===== config.mk =====
export PLATFORM = sky130hd
export DESIGN_NAME = bday_seq_detector
export DESIGN_NICKNAME = d
export VERILOG_FILES = /design/src/rtl/bday_pkg.sv /design/src/rtl/bday_kmp_step.sv /design/src/rtl/bday_seq_detector.sv
export SDC_FILE = /design/constraint.sdc
export NUM_CORES = 1
export LEC_CHECK = 0
export CORE_MARGIN = 2
export CORE_UTILIZATION = 54
export DETAILED_ROUTE_END_ITERATION = 8
export GPL_ROUTABILITY_DRIVEN = 0
export PLACE_DENSITY = 0.84
export SETUP_SLACK_MARGIN = 0.4
export SLEW_MARGIN = 20
export SYNTH_ARGS = -nofsm -noshare
export SYNTH_HDL_FRONTEND = slang
export SYNTH_SLANG_ARGS = --single-unit

===== constraint.sdc =====
create_clock -name clk -period 5.9 [get_ports clk]
set_input_delay 0.59 -clock clk [delete_from_list [all_inputs] [get_ports clk]]
set_output_delay 0.59 -clock clk [all_outputs]
set_load 0.02 [all_outputs]

===== src/rtl/bday_pkg.sv =====
// Shared types, the default birthday digit sequence and the KMP fallback-table builder.
// No logic; constants are evaluated at elaboration.
// No flow control.
package bday_pkg;

  localparam int MAX_LEN = 16;

  typedef logic [3:0] digit_t;
  // Entry [0] is the first digit of the sequence.
  typedef digit_t [MAX_LEN-1:0] seq_t;
  // Entry [k] is the fallback length for a partial match of length k (0..MAX_LEN).
  typedef logic [MAX_LEN:0][4:0] fail_t;

  localparam digit_t DIGIT_MAX = 4'd9;

  // 2,0,0,2,0,9,1,5 packed with the first digit in the lowest nibble.
  localparam seq_t BDAY_SEQ = {32'h0, 4'd5, 4'd1, 4'd9, 4'd0, 4'd2, 4'd0, 4'd0, 4'd2};

  // fail[k] = length of the longest proper prefix of seq[0..k-1] that is also its suffix.
  function automatic fail_t bday_fail_table(input seq_t seq, input int len);
    fail_t f;
    int    k;
    f = '0;
    k = 0;
    for (int i = 1; i < MAX_LEN; i++) begin
      if (i < len) begin
        while (k > 0 && seq[i] != seq[k]) k = int'(f[k]);
        if (seq[i] == seq[k]) k = k + 1;
        f[i+1] = k[4:0];
      end
    end
    return f;
  endfunction

endpackage


===== src/rtl/bday_kmp_step.sv =====
// One KMP step: given current match length p and digit d, produce the next length and a hit flag.
// Purely combinational, zero latency; the fallback chain is unrolled SEQ_LEN times.
// No flow control; the caller decides whether the result is used.
module bday_kmp_step
  import bday_pkg::*;
#(
  parameter int   SEQ_LEN = 8,
  parameter seq_t SEQ     = BDAY_SEQ,
  localparam int  PW      = $clog2(SEQ_LEN + 1)
) (
  input  logic [PW-1:0] p,
  input  logic [3:0]    d,
  output logic [PW-1:0] next_p,
  output logic          hit
);

  localparam fail_t FAIL = bday_fail_table(SEQ, SEQ_LEN);

  logic [3:0] pi;
  logic [4:0] adv;
  logic       done;

  // Fall back until d extends the prefix or p hits 0, then advance; a full match reloads FAIL[SEQ_LEN].
  always_comb begin
    pi   = 4'(p);
    done = 1'b0;
    // Each fallback strictly shrinks pi, so SEQ_LEN iterations always settle.
    for (int i = 0; i < SEQ_LEN; i++) begin
      if (!done) begin
        if (pi == 4'd0 || d == SEQ[pi]) done = 1'b1;
        else                            pi   = 4'(FAIL[5'(pi)]);
      end
    end
    adv    = (d == SEQ[pi]) ? 5'(pi) + 5'd1 : 5'(pi);
    hit    = (adv == 5'(SEQ_LEN));
    next_p = hit ? PW'(FAIL[SEQ_LEN]) : PW'(adv);
  end

endmodule


===== src/rtl/bday_seq_detector.sv =====
// Overlapping detector for the programmed birthday digit sequence, with saturating match counter.
// 1 cycle from the accepted digit to registered outputs; accepts a digit every cycle.
// No backpressure; optional idle timeout when BDAY_TIMEOUT_EN is defined.
module bday_seq_detector
  import bday_pkg::*;
#(
  parameter int   SEQ_LEN     = 8,
  parameter seq_t SEQ         = BDAY_SEQ,
  parameter int   CNT_W       = 8,
  parameter int   TIMEOUT_CYC = 16
) (
  input  logic                         clk,
  input  logic                         reset,
  input  logic                         digit_valid,
  input  logic [3:0]                   digit,
  output logic                         match,
  output logic [$clog2(SEQ_LEN+1)-1:0] progress,
  output logic [CNT_W-1:0]             match_count,
  output logic                         bad_digit,
  output logic                         timeout
);

  localparam int PW = $clog2(SEQ_LEN + 1);

  logic [PW-1:0]    step_p;
  logic             step_hit;
  logic             expire;

  logic             nxt_match;
  logic [PW-1:0]    nxt_progress;
  logic [CNT_W-1:0] nxt_count;
  logic             nxt_bad;
  logic             nxt_timeout;

  bday_kmp_step #(
    .SEQ_LEN (SEQ_LEN),
    .SEQ     (SEQ)
  ) u_step (
    .p      (progress),
    .d      (digit),
    .next_p (step_p),
    .hit    (step_hit)
  );

`ifdef BDAY_TIMEOUT_EN
  localparam int TW = $clog2(TIMEOUT_CYC + 1);

  logic [TW-1:0] idle_cnt;

  // Fires on the TIMEOUT_CYC-th consecutive idle cycle while a partial match is held.
  assign expire = !digit_valid && (progress != '0) && (idle_cnt == TW'(TIMEOUT_CYC - 1));

  // Count idle cycles with a partial match pending; any valid digit or empty progress restarts it.
  always_ff @(posedge clk or posedge reset) begin
    if (reset)                                          idle_cnt <= '0;
    else if (digit_valid || progress == '0 || expire)   idle_cnt <= '0;
    else                                                idle_cnt <= idle_cnt + TW'(1);
  end
`else
  // Feature off: partial progress is held forever (comparison is constant false).
  assign expire = (TIMEOUT_CYC < 0);
`endif

  // Next-state: bad digit beats the KMP step; a valid digit beats an idle expiry.
  always_comb begin
    nxt_match    = 1'b0;
    nxt_progress = progress;
    nxt_count    = match_count;
    nxt_bad      = 1'b0;
    nxt_timeout  = 1'b0;
    if (digit_valid) begin
      if (digit > DIGIT_MAX) begin
        nxt_bad      = 1'b1;
        nxt_progress = '0;
      end else begin
        nxt_progress = step_p;
        if (step_hit) begin
          nxt_match = 1'b1;
          if (match_count != {CNT_W{1'b1}}) nxt_count = match_count + CNT_W'(1);
        end
      end
    end else if (expire) begin
      nxt_progress = '0;
      nxt_timeout  = 1'b1;
    end
  end

  // Output registers; reset drops any partial match immediately.
  always_ff @(posedge clk or posedge reset) begin
    if (reset) begin
      match       <= 1'b0;
      progress    <= '0;
      match_count <= '0;
      bad_digit   <= 1'b0;
      timeout     <= 1'b0;
    end else begin
      match       <= nxt_match;
      progress    <= nxt_progress;
      match_count <= nxt_count;
      bad_digit   <= nxt_bad;
      timeout     <= nxt_timeout;
    end
  end

endmodule


# Word level (Yosys, flattened, before mapping)
# Memories as Yosys holds them, arrays and structs flattened.
# Index checks and enable logic that the tools add are counted.
word_totals:
  memories: 17
  output_inout_bits: 15
  inputBits: 7
  romBits: 1216
  regBits: 14
  word_cells: 123
memory_table:
  columns: ["name", "depth", "word_bits", "rd", "rd_ports_with_merged_regs", "write_ports", "line_no", "rtl"]
  rows:
  - ["(no name shown)", 16, 5, 1, 0, 0, "bday_kmp_step.sv:31", "else pi = 4'(FAIL[5'(pi)]);"]
  - ["(no name shown)", 16, 5, 1, 0, 0, "bday_kmp_step.sv:31", null]
  - ["(no name shown)", 16, 5, 1, 0, 0, "bday_kmp_step.sv:31", null]
  - ["(no name shown)", 16, 5, 1, 0, 0, "bday_kmp_step.sv:31", null]
  - ["(no name shown)", 16, 5, 1, 0, 0, "bday_kmp_step.sv:31", null]
  - ["(no name shown)", 16, 5, 1, 0, 0, "bday_kmp_step.sv:31", null]
  - ["11 more memories", null, null, null, null, null, null, null]
op_classes:
  n_bitwise: 1
  add_sub_neg: 2
  eq_ne: 11
  n_lt_le_gt_ge: 18
  mux: 53
  reduce_logical: 17
op_table:
  columns: ["op", "count"]
  rows:
  - ["4-bit two-way mux", 34]
  - ["4-bit by 6-bit < comparator with 1-bit output, second input constant", 8]
  - ["4-bit by 5-bit < comparator with 1-bit output, second input constant", 9]
  - ["4-bit equality test", 9]
  - ["4-bit zero test", 8]
  - ["1-bit two-way mux", 18]
  - ["8-bit by 1-bit adder with 8-bit output, second input constant", 1]
  - ["1-bit logical OR", 8]
  - ["8-bit inequality test, second input constant", 1]
  - ["4-bit by 1-bit adder with 5-bit output, second input constant", 1]
  - ["5-bit by 4-bit equality test with 1-bit output, second input constant", 1]
  - ["5-bit two-way mux", 1]
  - ["4-bit greater-than comparator, second input constant", 1]
  - ["4-bit AND reduction", 1]
  - ["1-bit inverter", 1]

# Depth between registers and ports, before layout
depth:
  ltp_word: 55
  ltp_mapped: 27
  depth_no_buf: 26

# Modules after synthesis
# Synthesis repeated with hierarchy kept, for this count alone.
hier_totals:
  hier_cells: 171
  area_unflattened_um2: 1512.7
by_module_without_submodules:
  columns: ["module", "cells_each", "seq_area_each_um2", "n_inst", "area_each_um2"]
  rows:
  - ["bday_kmp_step", 106, 0.0, 1, 835.8]
  - ["bday_seq_detector", 65, 350.3, 1, 676.9]

# Least setup slack after synthesis
# Ideal clock, no wire load.
synth_path:
  path_type: "reg-to-reg"
  start: "register progress[0]"
  end: "register match_count[1]"
  stages_incl_launch_ff: 24
  required_ns: 5.775
  t_arrival_ns: 5.412
  slack_ns: 0.363
  period_less_slack_ns: 5.537
  setup_ns: 0.125
  cell_sequence: "dfrtp_1 > inv_1 > ha_1 > or4b_1 > a21oi_2 > o32a_1 > buf_6 > nor2_2 > a31oi_1 > ha_1 > xor2_1 > nor4_1 > a311o_4 > nor2_4 > nor2_1 > ha_1 > inv_1 > a2111oi_0 > o21ai_0 > a32o_1 > nand3_1 > mux2i_4 > nand2_4 > mux2_4"
synth_between:
  elab_chain_len: 53
  word_cells_on_any_way: 91
  cone_classes: "add/sub: 1; eq/ne: 10; mux: 46; reduce/logical: 17; memory: 17"
synth_lines:
  columns: ["item", "line_no", "rtl"]
  rows:
  - ["from (decl)", "bday_seq_detector.sv:17", "output logic [$clog2(SEQ_LEN+1)-1:0] progress,"]
  - ["from (signal assigned)", "bday_seq_detector.sv:98", "progress <= nxt_progress;"]
  - ["memory 16 x 4 bit", null, null]
  - ["4-bit two-way mux (not written as such)", "bday_kmp_step.sv:30", "if (pi == 4'd0 || d == SEQ[pi]) done = 1'b1;"]
  - ["4-bit equality test", "bday_kmp_step.sv:30", null]
  - ["1-bit logical OR", "bday_kmp_step.sv:30", null]
  - ["4-bit two-way mux", "bday_kmp_step.sv:30", null]
  - ["memory 16 x 4 bit", null, null]
  - ["4-bit two-way mux (not written as such)", "bday_kmp_step.sv:30", null]
  - ["4-bit equality test", "bday_kmp_step.sv:30", null]
  - ["(+37 left out)", null, null]
  - ["4-bit two-way mux", "bday_kmp_step.sv:30", null]
  - ["4-bit two-way mux *", "bday_kmp_step.sv:29", "if (!done) begin"]
  - ["memory 16 x 4 bit", null, null]
  - ["4-bit two-way mux (not written as such)", "bday_kmp_step.sv:34", "adv = (d == SEQ[pi]) ? 5'(pi) + 5'd1 : 5'(pi);"]
  - ["4-bit equality test", "bday_kmp_step.sv:34", null]
  - ["5-bit two-way mux *", "bday_kmp_step.sv:34", null]
  - ["5-bit by 4-bit equality test with 1-bit output *", "bday_kmp_step.sv:35", "hit = (adv == 5'(SEQ_LEN));"]
  - ["4-bit AND reduction (no source line) *", null, null]
  - ["to (signal assigned)", "bday_seq_detector.sv:99", "match_count <= nxt_count;"]
  - ["to (decl)", "bday_seq_detector.sv:18", "output logic [CNT_W-1:0] match_count,"]
# Mark *: on every way between the ends. The rest lies on a longest branch, timed or not. The select of a mux whose other input is x is not followed.
# A chain may end at the register's enable or synchronous reset.

# Final worst setup path
layout_path:
  start: "register progress[1]"
  end: "register match_count[1]"
# Same word-level chain as after synthesis.

==> metrics.txt <==
register bit total from synthesis=14; Cells after DPL=about 220; Lkg Pwr=roughly 0.00087 uW; Reg clk slew, reported paths=approximately 0.080 ns; first-pass GRT wire length=6430 um; share of cells above drive strength 1=0.324; Hold WS=between 0.5 and 0.6 ns; sequential share of the synthesized area=0.247; most frequent cells in the layout=27 x buf_4, 17 x clkdlybuf4s50_1, 13 x dfrtp_1; Combinational Power Share=0.425; clk root buf=clkbuf_4; CTS Hold Bufs=0; VDD IR max=roughly 0.18 mV; max incr delay on CP=0.57 ns; antenna violations before repair=0; GRT Residual Overflow=0; drt pass-1 iters=5; Final setup viols=0; GRT Max-Usage Layer=met2; Detailed Place HPWL=2780 um; die area=around 3000 um2; worst-margin pin slew=0.531 ns; CP Class=flip-flop to flip-flop; H-tree levels=1; sequential share of power=0.336; Antenna Nets Post-Route=0; Worst Path Buf+Inv=5; grt met1 use=0.348; Slew Limit Fails=0; final setup margin=roughly 0.22 ns; Max Cap Violations=0; sw frac=0.335; WP data arrival=approximately 5.9 ns; Int Power=~200 uW; most common cell after layout, fill and taps aside=buf_4; # DRC=0; Synth area leader=dfrtp_1; clock latency on the worst-skew pair=approximately 0.29 ns; Clock power frac=0.239; DR vias/cell=6.25; height of the die=roughly 55 um; Boundary Pins=22; Crit Path Max Fanout=5; Final Hold Fails=0; fin crit share=0.962; hold depth=1; Setup WS pre-CTS=roughly 0.018 ns; Reg2Reg Depth=26; Layout Nets=228; gr usage total=0.256; Crit path depth=26; design area=approximately 2000 um2; PwrDens=~150 nW/um2; Final Non-Filler Cells=about 240; cell count after synthesis=162; via count=between 1000 and 1500; Post-synth EDFFs=0; setup TNS=0 ns; met2 Usage GRT=0.418; synth top area cells=dfrtp_1 25%, ha_1 11%, xnor2_1 6.8%; # diodes=0; total core area=around 2500 um2; DR WL/cell=19.6 um; syn avg cell area=8.74 um2; reg2reg setup slack=0.22 ns; top-area cell type share of the netlist area=0.247; Starting Density=0.572; vias in the first global route=1348; met3 usage in global routing=0.0515; max_slew headroom=0.646; status=completed; largest net degree at the start of global routing=15; CP Capture Type=flip-flop; Distinct cells, synth=57; Critical Path Slowest Stage Cell=or4b_4; Rows=18; post-synthesis async set-or-reset flop share=1.00; worst-case clock buffer depth=2; cts bufs inserted=3; Setup crit start=progress[1]; CP endpoint=match_count[1]; Area Growth Syn to Fin=41.6%; CTS tree=yes; unrepaired setup endpoints after global routing=true; Detailed Route WL=approximately 4600 um; Post-DP Area=1750 um2; Switching Power=~100 uW; Main synth FF type=dfrtp_1; cell family with most CP delay=compound AO/OA/AOI/OAI gates; critical path data required time=roughly 6 ns; Worst Hold Class=flip-flop to flip-flop; syn_nets=~180; Final min period=roughly 5.7 ns; R2R Path End=match_count[1]; DIE WIDTH=roughly 55 um; Critical Path Start Type=flip-flop; yosys warns=0; most frequent CP cell=nor2_1; PortBufs=20; clock skew=between 0.0002 and 0.0003 ns; Post-Syn Area=between 1000 and 1500 um2; R2R Path Start=progress[1]; initial drt markers=107; clock sinks=14; maximum clock rate=roughly 180 MHz
==> final cells by class <==
cell class | count | area (um2)
Multi-Input combinational cell | 124 | 1070
Fill cell | 137 | 472
Timing Repair Buffer | 49 | 447
Sequential cell | 14 | 352
Inverter | 16 | 65.1
Tap cell | 30 | 37.5
Clock buffer | 4 | 36.3
==> worst min path at each step <==
stage / from / to
CTS: match_count[5] / match_count[5]
finish: match_count[5] / match_count[5]
floorplan: reset / bad_digit
global placement: match_count[5] / match_count[5]
detailed placement: match_count[6] / match_count[6]
global route: match_count[5] / match_count[5]
==> synth_stat cells, types with 2 or more instances <==
cell type / instances
and3_1: 5
nor2_1: 14
nor2b_1: 4
nor3b_1: 2
xor2_1: 2
buf_4: 2
ha_1: 13
o32ai_1: 2
buf_6: 2
o22ai_1: 3
nand4_1: 2
a31oi_1: 2
dfrtp_1: 14
inv_4: 2
nand2_1: 8
nor3_1: 3
nand3_1: 7
o21ai_0: 8
inv_1: 13
clkbuf_1: 2
xnor2_1: 11
mux2i_1: 2
a21oi_1: 5
==> kinds of logic (layout without fill, tap and decap cells) <==
| family | after synthesis | after routing | share of synthesized area |
|---|---|---|---|
| flip-flops | 14 | 14 | 0.247 |
| multiplexers | 4 | 4 | 0.0406 |
| buffers and inverters | 24 | 69 | 0.0839 |
| AO/OA/AOI/OAI | 34 | 34 | 0.181 |
| other | 1 | 1 | 0.00265 |
| XOR/XNOR | 13 | 13 | 0.0804 |
| adder cells (fa/ha/maj) | 13 | 13 | 0.115 |
| AND/OR/NAND/NOR | 59 | 59 | 0.249 |
==> power groups by stage <==
stage	registers (uW)	clock network [uW]	logic, uW
2_1_floorplan	103	0	62.1
3_3_place_gp	102	0	94.2
3_5_place_dp	102	0	96.8
4_1_cts	98.2	69.9	103
5_1_grt	98.6	75.2	132
6_report	98.4	70.1	125
==> layer usage <==
layer	wire length, um	vias up	part of all wire
met5	0	-	0
met4	102	0	0.022
met3	361	17	0.078
met2	2350	96	0.51
met1	1820	710	0.39
li1	-	659	-
==> what timing repair did <==
action | 4_1_cts | 5_1_grt
endpoints found under the setup margin | 10 | 10
endpoints found under the hold margin | 0 | 0
resized for setup | 10 | 21
buffers inserted | 4 | 7
pin swaps | 2 | 16
==> state kept, by name, indices dropped and copies added (netlist names) <==
| signal | flops |
|---|---|
| match_count | 8 |
| progress | 4 |
| bad_digit | 1 |
| match | 1 |
==> worst reg2reg max path: stages (launching register included) <==
cell	delay, ns
dfrtp_1	0.40
inv_2	0.13
ha_4	0.22
or4b_4	0.57
a21oi_4	0.18
o32a_1	0.27
nor2_1	0.08
nor2_1	0.20
a31oi_2	0.09
ha_1	0.31
xor2_1	0.15
nor4_1	0.21
buf_4	0.18
a311o_4	0.24
nor2_4	0.06
buf_12	0.13
nor2_8	0.12
inv_1	0.05
ha_2	0.19
a2111oi_4	0.28
o21ai_1	0.11
a32o_2	0.28
a311o_1	0.42
nor2_1	0.16
buf_4	0.17
nand2_4	0.06
mux2_4	0.30
==> stage by stage <==
stage	utilization	total power (uW)
after floorplan	-	165
after global placement	0.706	196
after detailed placement	0.706	199
after CTS	0.746	271
after global routing	0.810	306
final	0.810	293
(Power assumes the default switching activity.)
